$ cat src/rtl/dte20_ebus_port.sv
// EBUS register port of one DTE20 front-end interface: CONO/CONI/DATAO/DATAI decode,
// doorbells, PI assignment and 36-bit word exchange. Optional loopback under DTE_LOOPBACK_EN.
module dte20_ebus_port #(
  parameter logic [0:6] CS_SELECT = 7'o40
) (
  input  logic        clk30,
  input  logic        CROBAR,
  input  logic [0:6]  ebus_cs,
  input  logic [0:2]  ebus_func,
  input  logic        ebus_demand,
  input  logic [0:35] ebus_data_in,
  output logic        ebus_driving,
  output logic [0:35] ebus_data_out,
  output logic        ebus_xfer,
  output logic [1:7]  pi_req,
  output logic [0:35] to_fe_data,
  output logic        to_fe_doorbell,
  input  logic        fe_ring,
  input  logic        fe_clear_doorbell,
  input  logic [0:35] fe_data,
  input  logic        fe_load
);

  typedef enum logic [1:0] {
    IDLE = 2'd0,
    ACK  = 2'd1,
    HOLD = 2'd2
  } state_t;

  localparam logic [0:2] FN_CONO  = 3'd0;
  localparam logic [0:2] FN_CONI  = 3'd1;
  localparam logic [0:2] FN_DATAO = 3'd2;
  localparam logic [0:2] FN_DATAI = 3'd3;

  state_t      state, state_nxt;

  logic        to10db, to10db_nxt;
  logic        to11db, to11db_nxt;
  logic        pi0en, pi0en_nxt;
  logic [0:2]  pia, pia_nxt;
  logic [0:35] datao_reg, datao_nxt;
  logic [0:35] datai_reg, datai_nxt;
  logic        loop;

  logic        xfer_nxt;
  logic        driving_nxt;
  logic [0:35] data_out_nxt;
  logic [1:7]  pi_req_nxt;

  logic        accept;
  logic        do_cono, do_coni, do_datao, do_datai;
  logic [0:35] coni_word;
  logic [0:35] datai_word;

  // Func codes 4-7 have the top bit set and are never answered.
  assign accept   = (state == IDLE) && ebus_demand && (ebus_cs == CS_SELECT) && !ebus_func[0];
  assign do_cono  = accept && (ebus_func == FN_CONO);
  assign do_coni  = accept && (ebus_func == FN_CONI);
  assign do_datao = accept && (ebus_func == FN_DATAO);
  assign do_datai = accept && (ebus_func == FN_DATAI);

`ifdef DTE_LOOPBACK_EN
  logic loop_nxt;

  always_comb begin
    loop_nxt = loop;
    if (do_cono && ebus_data_in[31]) loop_nxt = ebus_data_in[25];
  end

  always_ff @(posedge clk30 or posedge CROBAR) begin
    if (CROBAR) loop <= 1'b0;
    else        loop <= loop_nxt;
  end
`else
  assign loop = 1'b0;
`endif

  always_comb begin
    coni_word        = '0;
    coni_word[22]    = to11db;
    coni_word[23]    = to10db;
    coni_word[25]    = loop;
    coni_word[32]    = pi0en;
    coni_word[33:35] = pia;
  end

  assign datai_word = loop ? datao_reg : datai_reg;

  function automatic logic [1:7] pi_decode(input logic active, input logic [0:2] level);
    logic [1:7] req;
    req = '0;
    for (int n = 1; n <= 7; n++) req[n] = active && (level == 3'(n));
    return req;
  endfunction

  // Register-file next values. A front-end set beats a same-cycle EBUS clear and vice versa.
  always_comb begin
    // NOTE: every variable gets a default before any branch so no latch is inferred.
    to10db_nxt = to10db;
    to11db_nxt = to11db;
    pi0en_nxt  = pi0en;
    pia_nxt    = pia;
    datao_nxt  = datao_reg;
    datai_nxt  = datai_reg;

    if (do_cono && ebus_data_in[23]) to10db_nxt = 1'b0;
    if (fe_ring)                     to10db_nxt = 1'b1;

    if (fe_clear_doorbell)           to11db_nxt = 1'b0;
    if (do_cono && ebus_data_in[22]) to11db_nxt = 1'b1;

    if (do_cono && ebus_data_in[31]) begin
      pi0en_nxt = ebus_data_in[32];
      pia_nxt   = ebus_data_in[33:35];
    end

    if (do_datao) datao_nxt = ebus_data_in;
    if (fe_load)  datai_nxt = fe_data;

    pi_req_nxt = pi_decode(to10db_nxt, pia_nxt);
  end

  always_comb begin
    state_nxt    = state;
    xfer_nxt     = 1'b0;
    driving_nxt  = ebus_driving;
    data_out_nxt = ebus_data_out;

    unique case (state)
      IDLE: begin
        if (accept) begin
          state_nxt = ACK;
          xfer_nxt  = 1'b1;
          if (do_coni) begin
            driving_nxt  = 1'b1;
            data_out_nxt = coni_word;
          end else if (do_datai) begin
            driving_nxt  = 1'b1;
            data_out_nxt = datai_word;
          end
        end
      end
      ACK: state_nxt = HOLD;
      HOLD: begin
        if (!ebus_demand) begin
          state_nxt    = IDLE;
          driving_nxt  = 1'b0;
          data_out_nxt = '0;
        end
      end
      default: begin
        state_nxt    = IDLE;
        driving_nxt  = 1'b0;
        data_out_nxt = '0;
      end
    endcase
  end

  // NOTE: sequential state uses non-blocking assignments so every flop samples pre-edge values.
  always_ff @(posedge clk30 or posedge CROBAR) begin
    if (CROBAR) state <= IDLE;
    else        state <= state_nxt;
  end

  // NOTE: the data words are reset as well, so no stale word survives CROBAR.
  always_ff @(posedge clk30 or posedge CROBAR) begin
    if (CROBAR) begin
      to10db        <= 1'b0;
      to11db        <= 1'b0;
      pi0en         <= 1'b0;
      pia           <= '0;
      datao_reg     <= '0;
      datai_reg     <= '0;
      ebus_xfer     <= 1'b0;
      ebus_driving  <= 1'b0;
      ebus_data_out <= '0;
      pi_req        <= '0;
    end else begin
      to10db        <= to10db_nxt;
      to11db        <= to11db_nxt;
      pi0en         <= pi0en_nxt;
      pia           <= pia_nxt;
      datao_reg     <= datao_nxt;
      datai_reg     <= datai_nxt;
      ebus_xfer     <= xfer_nxt;
      ebus_driving  <= driving_nxt;
      ebus_data_out <= data_out_nxt;
      pi_req        <= pi_req_nxt;
    end
  end

  assign to_fe_doorbell = to11db;
  assign to_fe_data     = datao_reg;

endmodule

$ cat config.mk
export PLATFORM = sky130hd
export DESIGN_NAME = dte20_ebus_port
export DESIGN_NICKNAME = d
export VERILOG_FILES = /design/src/rtl/dte20_ebus_port.sv
export SDC_FILE = /design/constraint.sdc
export NUM_CORES = 1
export LEC_CHECK = 0
export BUFFER_PORTS_ARGS = -buffer_cell sky130_fd_sc_hd__buf_2
export CAP_MARGIN = 20
export CORE_MARGIN = 5
export CORE_UTILIZATION = 25
export DETAILED_ROUTE_END_ITERATION = 8
export PLACE_DENSITY_LB_ADDON = 0.3
export SLEW_MARGIN = 30
export SYNTH_ARGS = -nofsm -noshare
export SYNTH_HDL_FRONTEND = slang
export SYNTH_SLANG_ARGS = --single-unit
$ cat constraint.sdc
create_clock -name clk30 -period 7.9 [get_ports clk30]
set_clock_uncertainty 0.1 [all_clocks]
set_input_delay 0.79 -clock clk30 [delete_from_list [all_inputs] [get_ports clk30]]
set_output_delay 0.79 -clock clk30 [all_outputs]
set_load 0.01 [all_outputs]
Yosys cells after proc, flatten, opt, wreduce, memory -nomap -nowiden
Cells that the tools add are included.
{"block": "word_totals", "ff_bits": 125, "latch_bits": 0, "ramBits": 0, "mem_bits_ro": 0, "out_inout_bits": 82, "wordCells": 71, "n_memories": 0}
{"block": "op_classes", "n_addsub": 0, "multipliers": 0, "div": 0, "magnitude_cmp": 0, "eq_ne": 16, "shifts": 0, "mux": 20, "bitwise_logic": 1, "reduce_logical": 23}
{"cell": "$mux 36", "n": 4}
{"cell": "$pmux 36 s3", "n": 1}
{"cell": "$logic_and 1x1->1", "n": 17}
{"cell": "$eq 3x2->1 const B", "n": 4}
{"cell": "$eq 3x3->1 const B", "n": 4}
{"cell": "$mux 1", "n": 10}
{"cell": "$eq 7x6->1 const B", "n": 1}
{"cell": "$eq 3x1->1 const B", "n": 2}
{"cell": "$pmux 2 s3", "n": 1}
{"cell": "$mux 2", "n": 2}
{"cell": "$ne 2x2->1 const B", "n": 2}
{"cell": "$reduce_and 4->1", "n": 1}
{"cell": "$logic_not 3->1", "n": 1}
{"cell": "$mux 3", "n": 1}
{"cell": "$ne 3x3->1 const B", "n": 1}
{"cell": "$pmux 1 s3", "n": 1}
{"cell": "$eq 2x1->1 const B", "n": 1}
{"cell": "$eq 2x2->1 const B", "n": 1}
{"cell": "$logic_not 2->1", "n": 1}
{"cell": "$reduce_and 2->1", "n": 1}
{"cell": "$reduce_bool 2->1", "n": 1}
{"cell": "$logic_not 1->1", "n": 1}
{"cell": "$not 1->1", "n": 1}

Depth between registers and ports, before layout
{"block": "logic_depth", "depth_word": 9, "mapped_depth": 6, "depth_no_buf": 5}

Worst setup path before layout
OpenSTA, ideal clock, no wires.
{"block": "synth_path", "path_type": "in2reg", "startpoint": "input port ebus_cs[0] (netlist name)", "endpoint": "register datao_reg, in the netlist to_fe_data[11]", "arrival_ps": 2141, "required_ps": 7675, "path_slack_ps": 5534, "path_stages": 5, "path_cell_list": "nor4_4 -> nand4_1 -> nor2_4 -> buf_6 -> mux2_2"}
{"block": "synth_via", "elab_chain_len": 4}
{"item": "start, declared", "line_no": "8", "text": "input logic [0:6] ebus_cs,"}
{"item": "$eq 7x6->1", "line_no": "56", "text": "assign accept = (state == IDLE) && ebus_demand && (ebus_cs == CS_SELECT) && !ebus_func[0];"}
{"item": "$logic_and 1x1->1 (2 in a row)", "line_no": "56"}
{"item": "$logic_and 1x1->1", "line_no": "59", "text": "assign do_datao = accept && (ebus_func == FN_DATAO);"}
{"item": "end signal, assigned", "line_no": "183", "text": "datao_reg <= datao_nxt;"}
{"item": "end, declared", "line_no": "41", "text": "logic [0:35] datao_reg, datao_nxt;"}
No other way between the ends.
A chain may end at the register's enable or synchronous reset.

Final worst setup path
{"block": "layout_path", "startpoint": "input port ebus_cs[0] (netlist name)", "endpoint": "register ebus_data_out[20] (netlist name)"}
{"block": "layout_via", "elab_chain_len": 7, "elab_cells_between_ends": 11, "classes_between": "eq/ne: 3; mux: 3; reduce/logical: 5"}
{"item": "$eq 7x6->1 *", "line_no": "56"}
{"item": "$logic_and 1x1->1 * (2 in a row)", "line_no": "56"}
{"item": "$logic_and 1x1->1", "line_no": "58", "text": "assign do_coni = accept && (ebus_func == FN_CONI);"}
{"item": "$mux 36", "line_no": "134", "text": "if (do_coni) begin"}
{"item": "$mux 36", "line_no": "131", "text": "if (accept) begin"}
{"item": "$pmux 36 s3", "line_no": "129", "text": "unique case (state)"}
{"item": "end signal, assigned", "line_no": "187", "text": "ebus_data_out <= data_out_nxt;"}
{"item": "end, declared", "line_no": "13", "text": "output logic [0:35] ebus_data_out,"}
Every way passes the cells marked *; elsewhere a longest branch is shown, timed or not. The select of a mux whose other input is x is not followed.

==> reports/qor.csv <==
stage,metric,value,unit
power,irDropWorstVdd,0.137,mV
logic_synthesis,yosys.area.top_type,dfrtp_1,
logic_synthesis,ys_ff_latch,125,
cells_and_area,syn2layout_area_growth,35.7,%
grt,grt_pass1_wl,18900,um
logic_synthesis,synth_area_leaders,"dfrtp_1, mux2_2, a22o_1",
place,placement.io_buffers,169,
floorplan,placementRows,50,
drt,vias_per_cell,4.34,
timing,finalSetupViolCount,0,
cells_and_area,drive_gt1_share,58.6,%
logic_synthesis,yosys_warnings,0,
timing,whs,0.379,ns
place,place.gp.congestion,0.734,
floorplan,die_area,21900,um^2
drt,route.detailed.drc,0,
grt,gr-total-overflow,0,
clocking,cts_sinks,125,
worst_setup_path,path_max_fanout,30,
cells_and_area,final_cell_mix,"buf_2, dfrtp_1, mux2_2",
logic_synthesis,synth_adder_area_share,0,%
cells_and_area,nets,569,
floorplan,pin_count,170,
drt,drtIter0Drc,90,
drt,vias,3155,
timing,worst_slew_pin_slew,0.897,ns
logic_synthesis,syn_inst,305,
clocking,cts_buffers,17,
logic_synthesis,synth_compound_area_share,6.62,%
floorplan,die-width,148,um
grt,grt_util_all_layers,11.1,%
outcome,status,"finished, final reports clean",
clocking,cts_resized,0,
place,hpwl,8320,um
drt,dr.pass1.iters,4,
worst_setup_path,startpoint_type,input pin,
logic_synthesis,synthMuxAreaShare,19.7,%
drt,drt.antenna.violating_nets,0,
grt,grt_pass1_vias,3497,
logic_synthesis,synth_seq_area_share,65.6,%
worst_setup_path,worstPathArrival,2.80,ns
logic_synthesis,synth_top_area_share,65.6,%
logic_synthesis,synth_top_family_by_area,multiplexers,
worst_setup_path,critPathMaxStageDelay,0.62,ns
logic_synthesis,ys_async_sr_fraction,100,%
logic_synthesis,synth_edf_count,0,
worst_setup_path,crit_required,8.09,ns
timing,fmax,383,MHz
worst_setup_path,path_class,in -> reg,
timing,setup_tns,0,ns
drt,wire_per_inst,16.4,um
clocking,clk_latency,0.41,ns
timing,post-route-min-period,2.61,ns
clocking,ctsHoldBuffers,0,
clocking,post_cts_buffers,0,
timing,min_period_over_period,33.1,%
power,p_per_area,240,nW/um^2
grt,grt_max_degree,67,
logic_synthesis,synth_ff_type,dfrtp_1,
floorplan,start_util,25.4,%
clocking,clkSlewWorstSetupHoldPaths,0.06,ns
clocking,clockBufferDepth,2,
worst_setup_path,timing.critical_path.buf_inv,1,
floorplan,core,18800,um^2
logic_synthesis,ys_types,31,
worst_setup_path,crit_path_end_kind,flip-flop,
floorplan,die_h,148,um
cells_and_area,fin_util,34.4,%
logic_synthesis,synth.avg_cell_area,15.6,um^2
clocking,cts_tree,done,
timing,final_hold_viol_count,0,
clocking,cts.htree.levels,4,
logic_synthesis,yosys.area_share.simple,5.46,%
cells_and_area,num_antenna_cells,0,
logic_synthesis,synth_fp_nets,393,
worst_setup_path,crit_chain,buf_2 -> nor4_4 -> nand4_1 -> and2_2 -> a22o_1,
timing,slew_headroom,40.2,%
clocking,clockRootBuffer,clkbuf_16,
drt,routed_wl,11900,um
cells_and_area,final_common_cell,buf_2,
run,drv_cap,0,
logic_synthesis,yosys.area_share.xor_xnor,0,%
timing,finalMaxSlewViolations,0,
timing,rsz0062_at_grt,no,
worst_setup_path,crit_slowest_cell,and2_2,
power,power.leakage,3.37,nW
logic_synthesis,synth_area,4770,um^2
worst_setup_path,cp_top_family,simple AND/OR/NAND/NOR gates,
grt,antenna_found_initial,0,
hold_path,min_path_type,reg -> reg,
==> kinds of logic after synthesis <==
group,after synthesis
DFF,125
and+or+nand+nor,34
muxes,82
buffers and inverters,24
AOI/OAI and AO/OA,40
==> through the flow <==
stage	setup slack (ns)	instance area, um^2	cells	power [mW]
6_report	5.29	6460	727	1.55
5_1_grt	5.10	6460	727	1.63
4_1_cts	5.20	6430	726	1.59
3_5_place_dp	4.75	5840	695	0.775
3_3_place_gp	4.61	5840	695	0.771
2_1_floorplan	3.68	4770	305	0.732
==> area by class of cell <==
type / instances / area, um^2
Inverter: 9 / 36.3
Multi-Input combinational cell: 156 / 1520
Tap cell: 234 / 293
Clock buffer: 17 / 425
Clock inverter: 14 / 170
Fill cell: 1890 / 12300
Timing Repair Buffer: 172 / 892
Sequential cell: 125 / 3130
==> worst reg2reg max path: cells and delay by family, from the launching register on <==
family | cells | cell delay, ns
flip-flops | 1 | 0.43
AND/OR/NAND/NOR | 3 | 1.55
AO/OA/AOI/OAI | 1 | 0.32
==> path summary, 6_finish.rpt <==
path | startpoint | slack, ns | cells after the start | end
worst min register to register | ebus_driving | 0.38 | 2 | ebus_driving
worst max register to register | state[1] | 5.38 | 4 | ebus_data_out[20]
worst max-delay path | ebus_cs[0] | 5.29 | 5 | ebus_data_out[20]
worst min-delay path | ebus_driving | 0.38 | 2 | ebus_driving
min in group asynchronous | CROBAR | 0.40 | 2 | ebus_data_out[24]
max in group asynchronous | CROBAR | 6.24 | 3 | ebus_data_out[21]
==> metal layers <==
| layer | vias to the layer above | part of all wire, % | global-route usage (%) |
|---|---|---|---|
| met5 | - | 0 | 0 |
| met4 | 0 | 0.88 | 2.91 |
| met3 | 7 | 7.8 | 5.15 |
| met2 | 110 | 47 | 17.3 |
| met1 | 1573 | 45 | 14.0 |
| li1 | 1465 | - | - |
==> power breakdown <==
group	internal [mW]	total (mW)	switching (mW)	leakage [nW]
clock	0.495	0.794	0.299	0.281
sequential	0.665	0.677	0.0120	1.66
combinational	0.0432	0.0840	0.0408	1.44
total	1.20	1.55	0.352	3.37
==> cells in the mapped netlist (3+ instances only) <==
master / number
dfrtp_1: 125
mux2_2: 70
a22o_1: 30
nand3_1: 8
buf_2: 7
inv_1: 7
nor4_1: 7
o21ai_0: 7
mux2i_1: 6
buf_1: 3
buf_6: 3
mux2_1: 3
nand2_1: 3
Note: power is estimated with default switching activity, not from simulation.
